### config.mk
export PLATFORM = sky130hd
export DESIGN_NAME = tia_playfield_serializer
export DESIGN_NICKNAME = d
export VERILOG_FILES = /design/src/rtl/tia_playfield_serializer.sv
export SDC_FILE = /design/constraint.sdc
export NUM_CORES = 1
export LEC_CHECK = 0
export CAP_MARGIN = 10
export CORE_MARGIN = 2
export CORE_UTILIZATION = 47
export DETAILED_ROUTE_END_ITERATION = 7
export GPL_TIMING_DRIVEN = 1
export PLACE_DENSITY_LB_ADDON = 0.1
export SETUP_SLACK_MARGIN = 0.3
export SLEW_MARGIN = 20
export SYNTH_ARGS = -nofsm -noshare
export SYNTH_HDL_FRONTEND = slang
export SYNTH_SLANG_ARGS = --single-unit
### constraint.sdc
create_clock -name i_clkp -period 1.9 [get_ports i_clkp]
set_input_delay 0.19 -clock i_clkp [delete_from_list [all_inputs] [get_ports i_clkp]]
set_output_delay 0.19 -clock i_clkp [all_outputs]
set_load 0.05 [all_outputs]
### src/rtl/tia_playfield_serializer.sv
// tia_playfield_serializer: serialises a PF_BITS playfield pattern across two half-lines, right half repeated or reflected.
// Define TIA_PF_SCORE_EN to add o_pf_score_right (pixel set during the right half, for score-mode colouring).
module tia_playfield_serializer #(
  parameter int PF_BITS      = 20,
  parameter int CLKS_PER_BIT = 4
) (
  input  logic               i_clkp,
  input  logic               i_reset,
  input  logic               i_line_start,
  input  logic               i_pf_we,
  input  logic [PF_BITS-1:0] i_pf_data,
  input  logic               i_ref,
  output logic               o_pf,
  output logic               o_pf_center,
  output logic               o_pf_active
`ifdef TIA_PF_SCORE_EN
  ,
  output logic               o_pf_score_right
`endif
);
  localparam int SW = CLKS_PER_BIT > 1 ? $clog2(CLKS_PER_BIT) : 1;
  localparam int BW = $clog2(PF_BITS);
  typedef enum logic [1:0] {IDLE, LEFT, RIGHT} state_t;
  generate
    if (PF_BITS < 2 || PF_BITS > 32 || CLKS_PER_BIT < 1 || CLKS_PER_BIT > 16) begin : g_bad_params
      $error("tia_playfield_serializer: PF_BITS must be 2..32 and CLKS_PER_BIT 1..16");
    end
  endgenerate
  state_t             r_state;
  logic [PF_BITS-1:0] r_pat;
  logic [SW-1:0]      r_sub;
  logic [BW-1:0]      r_bit;
  logic               r_ref_l;
  logic               w_sub_wrap;
  logic               w_bit_last;
  logic               w_pix;
  logic [BW-1:0]      w_idx;
  always_comb begin
    w_sub_wrap = r_sub == SW'(CLKS_PER_BIT - 1);
    w_bit_last = r_bit == BW'(PF_BITS - 1);
    w_idx      = (r_state == RIGHT && r_ref_l) ? BW'(PF_BITS - 1) - r_bit : r_bit;
    w_pix      = r_state != IDLE && r_pat[w_idx];
  end
  // The pattern register feeds the pixel mux directly, so a write shows on the very next pixel.
  always_ff @(posedge i_clkp) begin
    if (i_reset) begin
      r_state     <= IDLE;
      r_pat       <= '0;
      r_sub       <= '0;
      r_bit       <= '0;
      r_ref_l     <= 1'b0;
      o_pf        <= 1'b0;
      o_pf_center <= 1'b0;
      o_pf_active <= 1'b0;
`ifdef TIA_PF_SCORE_EN
      o_pf_score_right <= 1'b0;
`endif
    end else begin
      o_pf        <= w_pix;
      o_pf_center <= r_state == RIGHT && r_bit == '0 && r_sub == '0;
      o_pf_active <= r_state != IDLE;
`ifdef TIA_PF_SCORE_EN
      o_pf_score_right <= r_state == RIGHT && w_pix;
`endif
      if (i_pf_we)
        r_pat <= i_pf_data;
      if (i_line_start) begin
        r_state <= LEFT;
        r_sub   <= '0;
        r_bit   <= '0;
      end else if (r_state != IDLE) begin
        r_sub <= w_sub_wrap ? '0 : r_sub + 1'b1;
        if (w_sub_wrap) begin
          r_bit <= w_bit_last ? '0 : r_bit + 1'b1;
          if (w_bit_last) begin
            r_state <= r_state == LEFT ? RIGHT : IDLE;
            if (r_state == LEFT)
              r_ref_l <= i_ref;
          end
        end
      end
    end
  end
endmodule
Yosys cells after proc, flatten, opt, wreduce, memory -nomap -nowiden
Cells that the tools add are included.
W data, S select, Z words.
- register bits after elaboration: 33
- input bits: 25
- output and inout port bits: 3
- logic and storage cells: 43
- $add $sub $neg: 3
- $lt $le $gt $ge: 1
- eq/ne operators: 4
- multiplexer cells: 10
- bitwise operators: 1
- reduce and logical (&&, ||, !) cells: 15
- operators with widths (cell ; count):
    $mux W5 ; 2
    $reduce_bool A2 Y1 ; 4
    $lt A5 B6 Y1 const B ; 1
    $reduce_and A3 Y1 ; 2
    $add A5 B1 Y5 const B ; 1
    $bmux W1 S5 ; 1
    $eq A5 B5 Y1 const B ; 1
    $logic_not A5 Y1 ; 1
    $mux W1 ; 5
    $reduce_and A5 Y1 ; 1
    $sub A5 B5 Y5 const A ; 1
    $eq A2 B2 Y1 const B ; 2
    $logic_and A1 B1 Y1 ; 4
    $mux W2 ; 2
    $add A2 B1 Y2 const B ; 1
    $eq A2 B1 Y1 const B ; 1
    $logic_not A2 Y1 ; 1
    $reduce_and A2 Y1 ; 1
    $reduce_or A2 Y1 ; 1
    $not A1 Y1 ; 1

Longest topological paths before layout
Gate-level depths: netlist of the first run.
- depth after elaboration: 6
- depth in mapped cells: 8
- mapped depth without buffers: 8

Worst setup path after synthesis of the first run
No wires, ideal clock.
- kind: reg-to-reg
- start: reg r_bit[0]
- end: reg o_pf
- library setup time: 0.116 ns
- arrival time: 1.643 ns
- data required time: 1.784 ns
- path slack: 0.141 ns
- stages on the path, launching flop included: 8
- buffers on the path: 1
- period minus slack after synthesis: 1.759 ns
- cell sequence: dfxtp_1 > buf_2 > clkinv_1 > xnor2_1 > mux4_2 > nand3b_1 > nand4_1 > and3_1
- cells in the longest elaborated chain, start to end: 5
- RTL lines (element ; line ; source):
    from (decl) ; 32 ; logic [BW-1:0] r_bit;
    from (signal assigned) ; 74 ; r_bit <= w_bit_last ? '0 : r_bit + 1'b1;
    $sub A5 B5 Y5 ; 41 ; w_idx = (r_state == RIGHT && r_ref_l) ? BW'(PF_BITS - 1) - r_bit : r_bit;
    $mux W5 (*) ; 41 ;
    $bmux W1 S5 (*) ; 42 ; w_pix = r_state != IDLE && r_pat[w_idx];
    $mux W1 (not written as such) (*) ; 42 ;
    $logic_and A1 B1 Y1 (*) ; 42 ;
    to (signal assigned) ; 59 ; o_pf <= w_pix;
    to (decl) ; 13 ; output logic o_pf,
Mark *: on every way between the ends. The rest lies on a longest branch, timed or not. The select of a mux whose other input is x is not followed.
A chain may end at the register's enable or synchronous reset.

Worst setup path in the final report of the first run
- start: reg r_state[1]
- end: reg o_pf
- cells in the longest elaborated chain, start to end: 6
- elaborated cells on any way between the ends: 7
- classes of those cells: 1 x eq/ne; 3 x mux; 3 x reduce/logical
- RTL lines (element ; line ; source):
    from (decl) ; 29 ; state_t r_state;
    from (signal assigned) ; 76 ; r_state <= r_state == LEFT ? RIGHT : IDLE;
    $eq A2 B2 Y1 ; 41 ;
    $logic_and A1 B1 Y1 ; 41 ;
    $mux W5 ; 41 ;
    $bmux W1 S5 ; 42 ;
    $mux W1 (not written as such) ; 42 ;
    $logic_and A1 B1 Y1 (*) ; 42 ;
Marks and branches as above.

==> summary.txt, run 1 <==
Number of library cell types mapped by synthesis -> 35
Starting density of the core -> 49.4%
Layout area overhead -> 31.0%
CTS max path bufs -> 2
Leak -> 0.899 nW
Fraction of final layout cells sized beyond drive strength 1 -> 17.6%
Fin Setup TNS -> 0 ps
Proportion of total power due to net switching -> 23.0%
I/O pin count -> 28
Maximum achievable frequency -> 589 MHz
Number of synthesized flops with an enable pin -> 0
Post-Syn Area -> 1660 µm²
Critical path data arrival time -> 1920 ps
Flip-flop and latch count after synthesis -> 33
Type of element launching the critical path -> flop
Pin count of the biggest net entering global routing -> 25
Post-placement setup slack -> 162 ps
Remaining number of nets flagged by the antenna check after routing -> 0
H-tree depth -> 2
Path type of the worst setup path -> flop to flop
First-pass GRT wire length -> 6620 µm
Vias in the first global route -> 1484
Internal reg-to-reg setup slack -> 200 ps
Final worst-path cycle share -> 89.3%
Register area share after synthesis -> 39.8%
Final core occ -> 64.7%
Total overflow reported by the global router -> 0
Post-route clock skew -> 3.77 ps
Routed WL -> 3720 µm
Setup repair after global routing missed its margin -> true
Relative slew slack -> 66.9%
R2r startpoint -> r_state[1]$_SDFFE_PP0P_
Wire length per cell -> 13.6 µm
Area of the die -> 4020 µm²
Final hold viol count -> 0
Switching power -> 0.295 mW
Endpoint required time on the critical path -> 2120 ps
Worst reg2reg path depth -> 6
Minimum clock period -> 1700 ps
Power Total -> 1.28 mW
Source-to-sink clock delay at the later pin of the worst-skew pair -> 320 ps
Detailed-placement wirelength estimate -> 2760 µm
CTS root buffer -> sky130_fd_sc_hd__clkbuf_4
CTS tree -> done
Vias/cell -> 5.25
Count of routing violations after the opening detailed-route iteration -> 50
Yosys synthesis warning count -> 0
Number of iterations in the first detailed-routing pass -> 4
Power per unit of standard cell area -> 588 nW/µm²
Category of the worst setup path capture point -> flop
Leading cell types in the layout, fill and taps excluded -> sky130_fd_sc_hd__nor2_1, sky130_fd_sc_hd__dfxtp_1, sky130_fd_sc_hd__mux2i_1
Pint -> 0.985 mW
Hold depth -> 3
Worst VDD drop -> 0.000419 V
Final Worst Setup Slack -> 203 ps
Worst hold path startpoint -> i_pf_data[3]
Area of the core -> 3360 µm²
Cts bufs inserted -> 5
Number of port buffers -> 27
Setup-failing EPs final -> 0
Share of async-settable or async-resettable flops after synthesis -> 0%
Worst Max-Slew Pin Slew -> 498 ps
Total via count after detailed routing -> 1433
Reg area -> 672 µm²
Tightest Hold Check Type -> input port to flop
Clock group share of total power -> 30.3%
Portion of total power attributed to sequential cells -> 57.6%
Most common library cell in the layout ignoring fill and taps -> sky130_fd_sc_hd__nor2_1
Area of combinational cells with multiple inputs -> 966 µm²
Worst-path fanout max -> 7
Fill cell total of the finished layout -> 304
Critical Path Start -> r_state[1]$_SDFFE_PP0P_
Hold buffers post-CTS -> 0
Dominant register cell in the synthesized netlist -> sky130_fd_sc_hd__dfxtp_1
End point of the worst hold path -> r_pat[3]$_SDFFE_PP0P_
Run status -> finished, final reports clean
Number of antenna violations at the first check in global routing -> 0
Placer congestion estimate -> 0.824
Terminus of the critical flop-to-flop path -> o_pf$_SDFF_PP0_
CTS sink cnt -> 33
Antenna fix cells -> 0
Floorplan die width -> 63.4 µm
Per-instance average area after synthesis -> 8.88 µm²
Syn Nets -> 218
Combinational Power Share -> 12.1%
Combined global-route utilization of all metal layers -> 20.8%
Height of the chip -> 63.4 µm
Clock-pin slew on the worst setup and hold paths -> 90 ps
Number of max-cap violations -> 0
Max-slew violation total from the final report -> 0
Number of cells produced by synthesis -> 187
DRC violations left -> 0
Cell Rows -> 21
Nets -> 258
critical path, cell delays in order, from the launching register on:
cell and delay [ps]:
sky130_fd_sc_hd__dfxtp_4 370, sky130_fd_sc_hd__and3b_2 230, sky130_fd_sc_hd__xnor2_2 160, sky130_fd_sc_hd__mux4_2 520, sky130_fd_sc_hd__nand3b_1 100, sky130_fd_sc_hd__nand4_1 70, sky130_fd_sc_hd__and3_1 140
cell usage after synthesis, drive strengths merged, types with 3 or more instances:
master	n	area [µm²]
nor2	35	131
xnor2	6	52.6
clkbuf	8	30.0
nor2b	3	18.8
inv	6	22.5
a21oi	7	35.0
nor3	6	30.0
nand4	3	18.8
buf	3	20.0
mux2i	26	260
a31oi	3	18.8
o21ai	4	20.0
nand2b	3	18.8
nand2	7	26.3
dfxtp	33	661
nand3	7	35.0
ha	6	75.1
layer usage:
layer / up-vias / wire length, µm / global-route usage (%)
li1: 731 / - / -
met5: - / 0 / 0
met3: 5 / 194 / 3.75
met1: 658 / 1700 / 27.0
met2: 39 / 1780 / 35.1
met4: 0 / 39 / 6.52
worst max-delay path by stage:
stage,to,slack (ps),depth (start not counted)
after global placement,o_pf$_SDFF_PP0_,200,8
after CTS,o_pf$_SDFF_PP0_,180,6
after global routing,o_pf$_SDFF_PP0_,140,6
final,o_pf$_SDFF_PP0_,200,6
after detailed placement,o_pf$_SDFF_PP0_,160,6
after floorplan,o_pf$_SDFF_PP0_,200,7
power by group through the flow:
stage | combinational, mW | clock (mW) | sequential, mW
after global placement | 0.143 | 0 | 0.756
after detailed placement | 0.148 | 0 | 0.756
final | 0.154 | 0.388 | 0.737
after floorplan | 0.0767 | 0 | 0.755
after CTS | 0.155 | 0.409 | 0.738
after global routing | 0.171 | 0.441 | 0.741
registers in the layout, summed over array words and instances, names as in the netlist:
signal	flops
o_pf_active	1
r_state	2
r_ref_l	1
o_pf	1
o_pf_center	1
r_bit	5
r_pat	20
r_sub	2
final cells by class:
type	instances	area share, %
inverters	7	1.27
flip-flops and latches	33	30.9
multi-input cells	136	44.4
clock buffers	7	2.53
repair buffers	44	18.3
well taps	46	2.65
through the flow:
stage               instances  hold slack (ps)  area [µm²]
CTS                       273              469        2160
global placement          263              462        2060
detailed placement        263              477        2060
global route              273              465        2180
floorplan                 187              307        1670
finish                    273              481        2180
logic make-up after synthesis:
kind of cell	share of synthesized area, %
buf+inv	4.60
flops	39.8
xor+xnor	4.22
fa+ha+maj	4.52
simple gates	20.6
compound gates	7.91
mux	18.4
repair_timing:
item | CTS | global route
endpoints found under the setup margin | 4 | 8
buffers inserted | 3 | 0
resized for setup | 10 | 7
pin swaps | 1 | 1
Note: power is estimated with default switching activity, not from simulation.
==> inputs of run 2 (changes only) <==
Settings changed: CORE_MARGIN 2 to default.
==> run 2 against run 1 <==
Non-clock buffer count shrank 3. Flip-flop and latch count is the same. Maximum frequency down 1.2%. Sequential power is essentially flat. Critical endpoint unchanged. Largest power group unchanged.
==> summary.txt, run 2 (same netlist as run 1, synthesis figures left out) <==
Fin Setup TNS -> 0 ps
Cell area after placement -> 2040 µm²
Worst-path fanout max -> 3
Number of iterations in the first detailed-routing pass -> 4
Cts bufs inserted -> 5
End point of the worst hold path -> r_ref_l$_SDFFE_PP0P_
Starting density of the core -> 49.4%
Register ranked first by flip-flop count -> r_pat
Max-slew violation total from the final report -> 0
Minimum clock period -> 1720 ps
Worst Max-Slew Pin Slew -> 487 ps
Terminus of the critical flop-to-flop path -> o_pf$_SDFF_PP0_
Wire length per cell -> 13.1 µm
Remaining number of nets flagged by the antenna check after routing -> 0
CTS sink cnt -> 33
Worst VDD drop -> 0.000423 V
Setup repair after global routing missed its margin -> true
Layout area overhead -> 28.6%
Critical Path Start -> r_ref_l$_SDFFE_PP0P_
Worst path bufs/invs -> 0
Clock-pin slew on the worst setup and hold paths -> 100 ps
Area of the core -> 3360 µm²
Max reg flops -> 20
Number of cells after detailed placement -> 261
Type of element launching the critical path -> flop
Final hold viol count -> 0
Area of the die -> 3770 µm²
Vias/cell -> 5.21
Number of antenna violations at the first check in global routing -> 0
Kind of cell adding the most delay to the critical path -> simple AND/OR/NAND/NOR gates
DRC violations left -> 0
Height of the chip -> 61.4 µm
Fin Hold WS -> 462 ps
CTS tree -> done
Combined global-route utilization of all metal layers -> 21.2%
Placer congestion estimate -> 0.851
Worst hold path startpoint -> i_ref
Final core occ -> 63.5%
Number of port buffers -> 27
Pin count of the biggest net entering global routing -> 25
CTS max path bufs -> 2
Count of routing violations after the opening detailed-route iteration -> 79
I/O pin count -> 28
Hold buffers post-CTS -> 0
Chain of cells forming the critical path -> and3b_2 -> xnor2_2 -> mux4_2 -> nand3b_1 -> nand4_1 -> and3_1
Leak -> 0.885 nW
R2r startpoint -> r_ref_l$_SDFFE_PP0P_
Most common library cell in the layout ignoring fill and taps -> sky130_fd_sc_hd__nor2_1
Largest regs -> r_pat (20), r_bit (5)
Final Worst Setup Slack -> 183 ps
Endpoint required time on the critical path -> 2140 ps
Critical path data arrival time -> 1960 ps
Post-route clock skew -> 12.1 ps
Floorplan die width -> 61.4 µm
Relative slew slack -> 67.6%
Fraction of final layout cells sized beyond drive strength 1 -> 15.6%
Cell area after layout -> 2130 µm²
Power per unit of standard cell area -> 601 nW/µm²
Nets -> 255
First-pass GRT wire length -> 5660 µm
Cell Rows -> 21
Total overflow reported by the global router -> 0
Path type of the worst setup path -> flop to flop
Number of max-cap violations -> 0
Tightest Hold Check Type -> input port to flop
Antenna fix cells -> 0
H-tree depth -> 2
Maximum achievable frequency -> 582 MHz
Internal reg-to-reg setup slack -> 180 ps
Detailed-placement wirelength estimate -> 2680 µm
Library cell contributing the largest single delay on the critical path -> sky130_fd_sc_hd__mux4_2
CTS root buffer -> sky130_fd_sc_hd__clkbuf_4
Routed WL -> 3540 µm
Final Non-Filler Cells -> 270
Category of the worst setup path capture point -> flop
Run status -> finished, final reports clean
Setup-failing EPs final -> 0
Vias in the first global route -> 1278
Crit path largest cell delay -> 530 ps
Total via count after detailed routing -> 1408
Final worst-path cycle share -> 90.4%
Hold depth -> 3
Power Total -> 1.28 mW
Leading cell types in the layout, fill and taps excluded -> sky130_fd_sc_hd__nor2_1, sky130_fd_sc_hd__dfxtp_1, sky130_fd_sc_hd__mux2i_1
Worst reg2reg path depth -> 6
Post-placement setup slack -> 146 ps
Source-to-sink clock delay at the later pin of the worst-skew pair -> 340 ps
-- run 2: final cells by class --
class                           instances  area [µm²]
Sequential cell                        33         669
Tap cell                               46        57.6
Multi-Input combinational cell        136         953
Timing Repair Buffer                   41         372
Fill cell                             312        1230
Inverter                                7        27.5
Clock buffer                            7        55.1
-- run 2: how the worst max path moves through the flow --
stage | endpoint | depth (start not counted)
6_report | o_pf$_SDFF_PP0_ | 6
5_1_grt | o_pf$_SDFF_PP0_ | 6
4_1_cts | o_pf$_SDFF_PP0_ | 6
3_5_place_dp | o_pf$_SDFF_PP0_ | 7
3_3_place_gp | o_pf$_SDFF_PP0_ | 8
2_1_floorplan | o_pf$_SDFF_PP0_ | 7
-- run 2: where the power goes --
group	leakage, nW	internal (mW)	total [mW]	switching (mW)
logic	0.580	0.0897	0.150	0.0606
registers	0.273	0.719	0.737	0.0179
clock network	0.0314	0.174	0.395	0.221
-- run 2: what timing repair did --
item / CTS / global route
setup buffers: 2 / 0
pin swaps: 1 / 4
setup endpoints to repair: 4 / 7
resized for setup: 10 / 3
-- run 2: per-layer routing --
layer,share of wire [%],global-route usage [%]
met1,46,26.0
met2,47,35.4
met4,1.8,9.84
met3,5.1,5.04
met5,0,0
-- run 2: tightest hold or removal path, delay by kind of cell --
kind / cells / cell delay (ps)
buffers and inverters: 1 / 400
muxes: 1 / 130
and+or+nand+nor: 1 / 60
==> inputs of run 3 (changes only) <==
Settings changed: CORE_MARGIN from default to 4, CORE_UTILIZATION 47 to 56, REMOVE_ABC_BUFFERS from default to 1.
Clock period 1.9 ns to 2.05 ns, I/O delays scaled along.
==> run 3 against run 2 <==
Routed wire length grew 8.9%. Worst hold slack gained 7.2 ps. Critical path depth grew 2. Die area grew 3.3%. Largest cell class unchanged. Critical endpoint unchanged. Register-to-register slack is essentially flat. Worst setup slack gained 10 ps. Via count grew 4.2%. Combinational power shrank 5%. Flip-flop and latch count is the same. Global-route usage shrank 0.37 points. Core utilization grew 13 points. Sequential share of layout area shrank 0.14 points.
==> summary.txt, run 3 (same netlist as run 1, synthesis figures left out) <==
Clock group share of total power -> 33.2%
Nets -> 252
Placer congestion estimate -> 0.893
Setup-failing EPs final -> 0
Wire length per cell -> 15.2 µm
Category of the worst setup path capture point -> flop
Final worst-path cycle share -> 90.6%
Worst-path fanout max -> 7
Largest regs -> r_pat (20), r_bit (5)
Max reg flops -> 20
Portion of total power attributed to sequential cells -> 55.3%
Detailed-placement wirelength estimate -> 2760 µm
First-pass GRT wire length -> 6520 µm
Cell Rows -> 19
Minimum clock period -> 1860 ps
Max-slew violation total from the final report -> 0
Layout area overhead -> 29.4%
Setup repair after global routing missed its margin -> true
Worst VDD drop -> 0.000375 V
Remaining number of nets flagged by the antenna check after routing -> 0
Leading cell types in the layout, fill and taps excluded -> sky130_fd_sc_hd__nor2_1, sky130_fd_sc_hd__dfxtp_1, sky130_fd_sc_hd__clkdlybuf4s50_1
Clock-pin slew on the worst setup and hold paths -> 100 ps
CTS max path bufs -> 2
Area of the core -> 2810 µm²
Power per unit of standard cell area -> 577 nW/µm²
Routed WL -> 3860 µm
Vias/cell -> 5.80
H-tree depth -> 2
Fin Setup TNS -> 0 ps
Antenna fix cells -> 0
Post-route clock skew -> 11.3 ps
Count of routing violations after the opening detailed-route iteration -> 125
Combined global-route utilization of all metal layers -> 20.9%
Area of the die -> 3900 µm²
Height of the chip -> 62.5 µm
Final core occ -> 76.6%
Post-placement setup slack -> 177 ps
CTS sink cnt -> 33
Library cell contributing the largest single delay on the critical path -> sky130_fd_sc_hd__dfxtp_4
Combinational Power Share -> 11.5%
CTS tree -> done
Starting density of the core -> 59.2%
Cts bufs inserted -> 5
Fraction of final layout cells sized beyond drive strength 1 -> 15.8%
Maximum achievable frequency -> 539 MHz
Endpoint required time on the critical path -> 2330 ps
Path type of the worst setup path -> flop to flop
Crit path largest cell delay -> 390 ps
Total overflow reported by the global router -> 0
Most common library cell in the layout ignoring fill and taps -> sky130_fd_sc_hd__nor2_1
CTS root buffer -> sky130_fd_sc_hd__clkbuf_4
Final Worst Setup Slack -> 193 ps
Register ranked first by flip-flop count -> r_pat
Final hold viol count -> 0
Type of element launching the critical path -> flop
Tightest Hold Check Type -> input port to flop
Source-to-sink clock delay at the later pin of the worst-skew pair -> 340 ps
Run status -> finished, final reports clean
Worst Max-Slew Pin Slew -> 501 ps
I/O pin count -> 28
Pint -> 0.949 mW
Proportion of total power due to net switching -> 23.4%
Number of antenna violations at the first check in global routing -> 0
Number of iterations in the first detailed-routing pass -> 5
Number of port buffers -> 27
Leak -> 0.872 nW
Switching power -> 0.290 mW
Floorplan die width -> 62.5 µm
Number of max-cap violations -> 0
Total via count after detailed routing -> 1467
Relative slew slack -> 66.5%
Critical path data arrival time -> 2140 ps
DRC violations left -> 0
Pin count of the biggest net entering global routing -> 21
Chain of cells forming the critical path -> clkinvlp_4 -> ha_4 -> nor2_1 -> a22oi_1 -> a31oi_1 -> or3_1 -> nand4_1 -> and3_1
Vias in the first global route -> 1504
run 3: changes by cell type in the layout (fill, tap and decap cells not counted), moves of 2 or more:
cell	change
sky130_fd_sc_hd__dfxtp_2	-2
sky130_fd_sc_hd__dlygate4sd2_1	-3
sky130_fd_sc_hd__buf_4	-5
sky130_fd_sc_hd__clkdlybuf4s50_1	+3
run 3: power by group through the flow:
stage | sequential (mW) | combinational [mW] | clock, mW
2_1_floorplan | 0.700 | 0.0566 | 0
3_3_place_gp | 0.699 | 0.135 | 0
3_5_place_dp | 0.701 | 0.141 | 0
4_1_cts | 0.685 | 0.142 | 0.425
5_1_grt | 0.688 | 0.157 | 0.455
6_report | 0.685 | 0.143 | 0.411
run 3: path summary, 6_finish.rpt:
path	start	end	slack, ps	cells after the start
max	r_bit[3]$_SDFFE_PP0N_	o_pf$_SDFF_PP0_	190	8
min reg2reg	r_sub[1]$_SDFFE_PP0N_	r_sub[1]$_SDFFE_PP0N_	490	2
max reg2reg	r_bit[3]$_SDFFE_PP0N_	o_pf$_SDFF_PP0_	190	8
min	i_ref	r_ref_l$_SDFFE_PP0P_	470	3
run 3: what timing repair did:
action,4_1_cts,5_1_grt
hold buffers,0,0
gates resized for setup,12,9
pin swaps,0,1
buffers inserted,0,3
setup endpoints to repair,1,5
run 3: area by class of cell:
cell class	count	area [µm²]
clock buffer	7	65.1
clock inverter	1	5.00
fill	205	657
inverter	7	31.3
multi-input combinational	136	973
sequential	33	671
tap	31	38.8
timing repair buffer	38	364
run 3: routing by layer:
| layer | track usage, % | wire (µm) |
|---|---|---|
| met4 | 11.0 | 131 |
| met2 | 35.8 | 1860 |
| met3 | 7.37 | 311 |
| met1 | 22.4 | 1550 |
| met5 | 0 | 0 |
run 3: stage by stage:
stage | hold slack [ps] | cell area [µm²] | total power, mW | std cells
after detailed placement | 475 | 1980 | 0.842 | 242
after floorplan | 277 | 1610 | 0.756 | 176
after global placement | 466 | 1980 | 0.835 | 242
after CTS | 455 | 2100 | 1.25 | 250
final | 469 | 2150 | 1.24 | 253
after global routing | 472 | 2150 | 1.30 | 253
run 3: worst max-delay path: cells and delay by family (launching register included):
| family | cells | cell delay, ps |
|---|---|---|
| flops | 1 | 390 |
| compound gates | 2 | 350 |
| buf+inv | 1 | 120 |
| fa+ha+maj | 1 | 320 |
| simple gates | 4 | 610 |
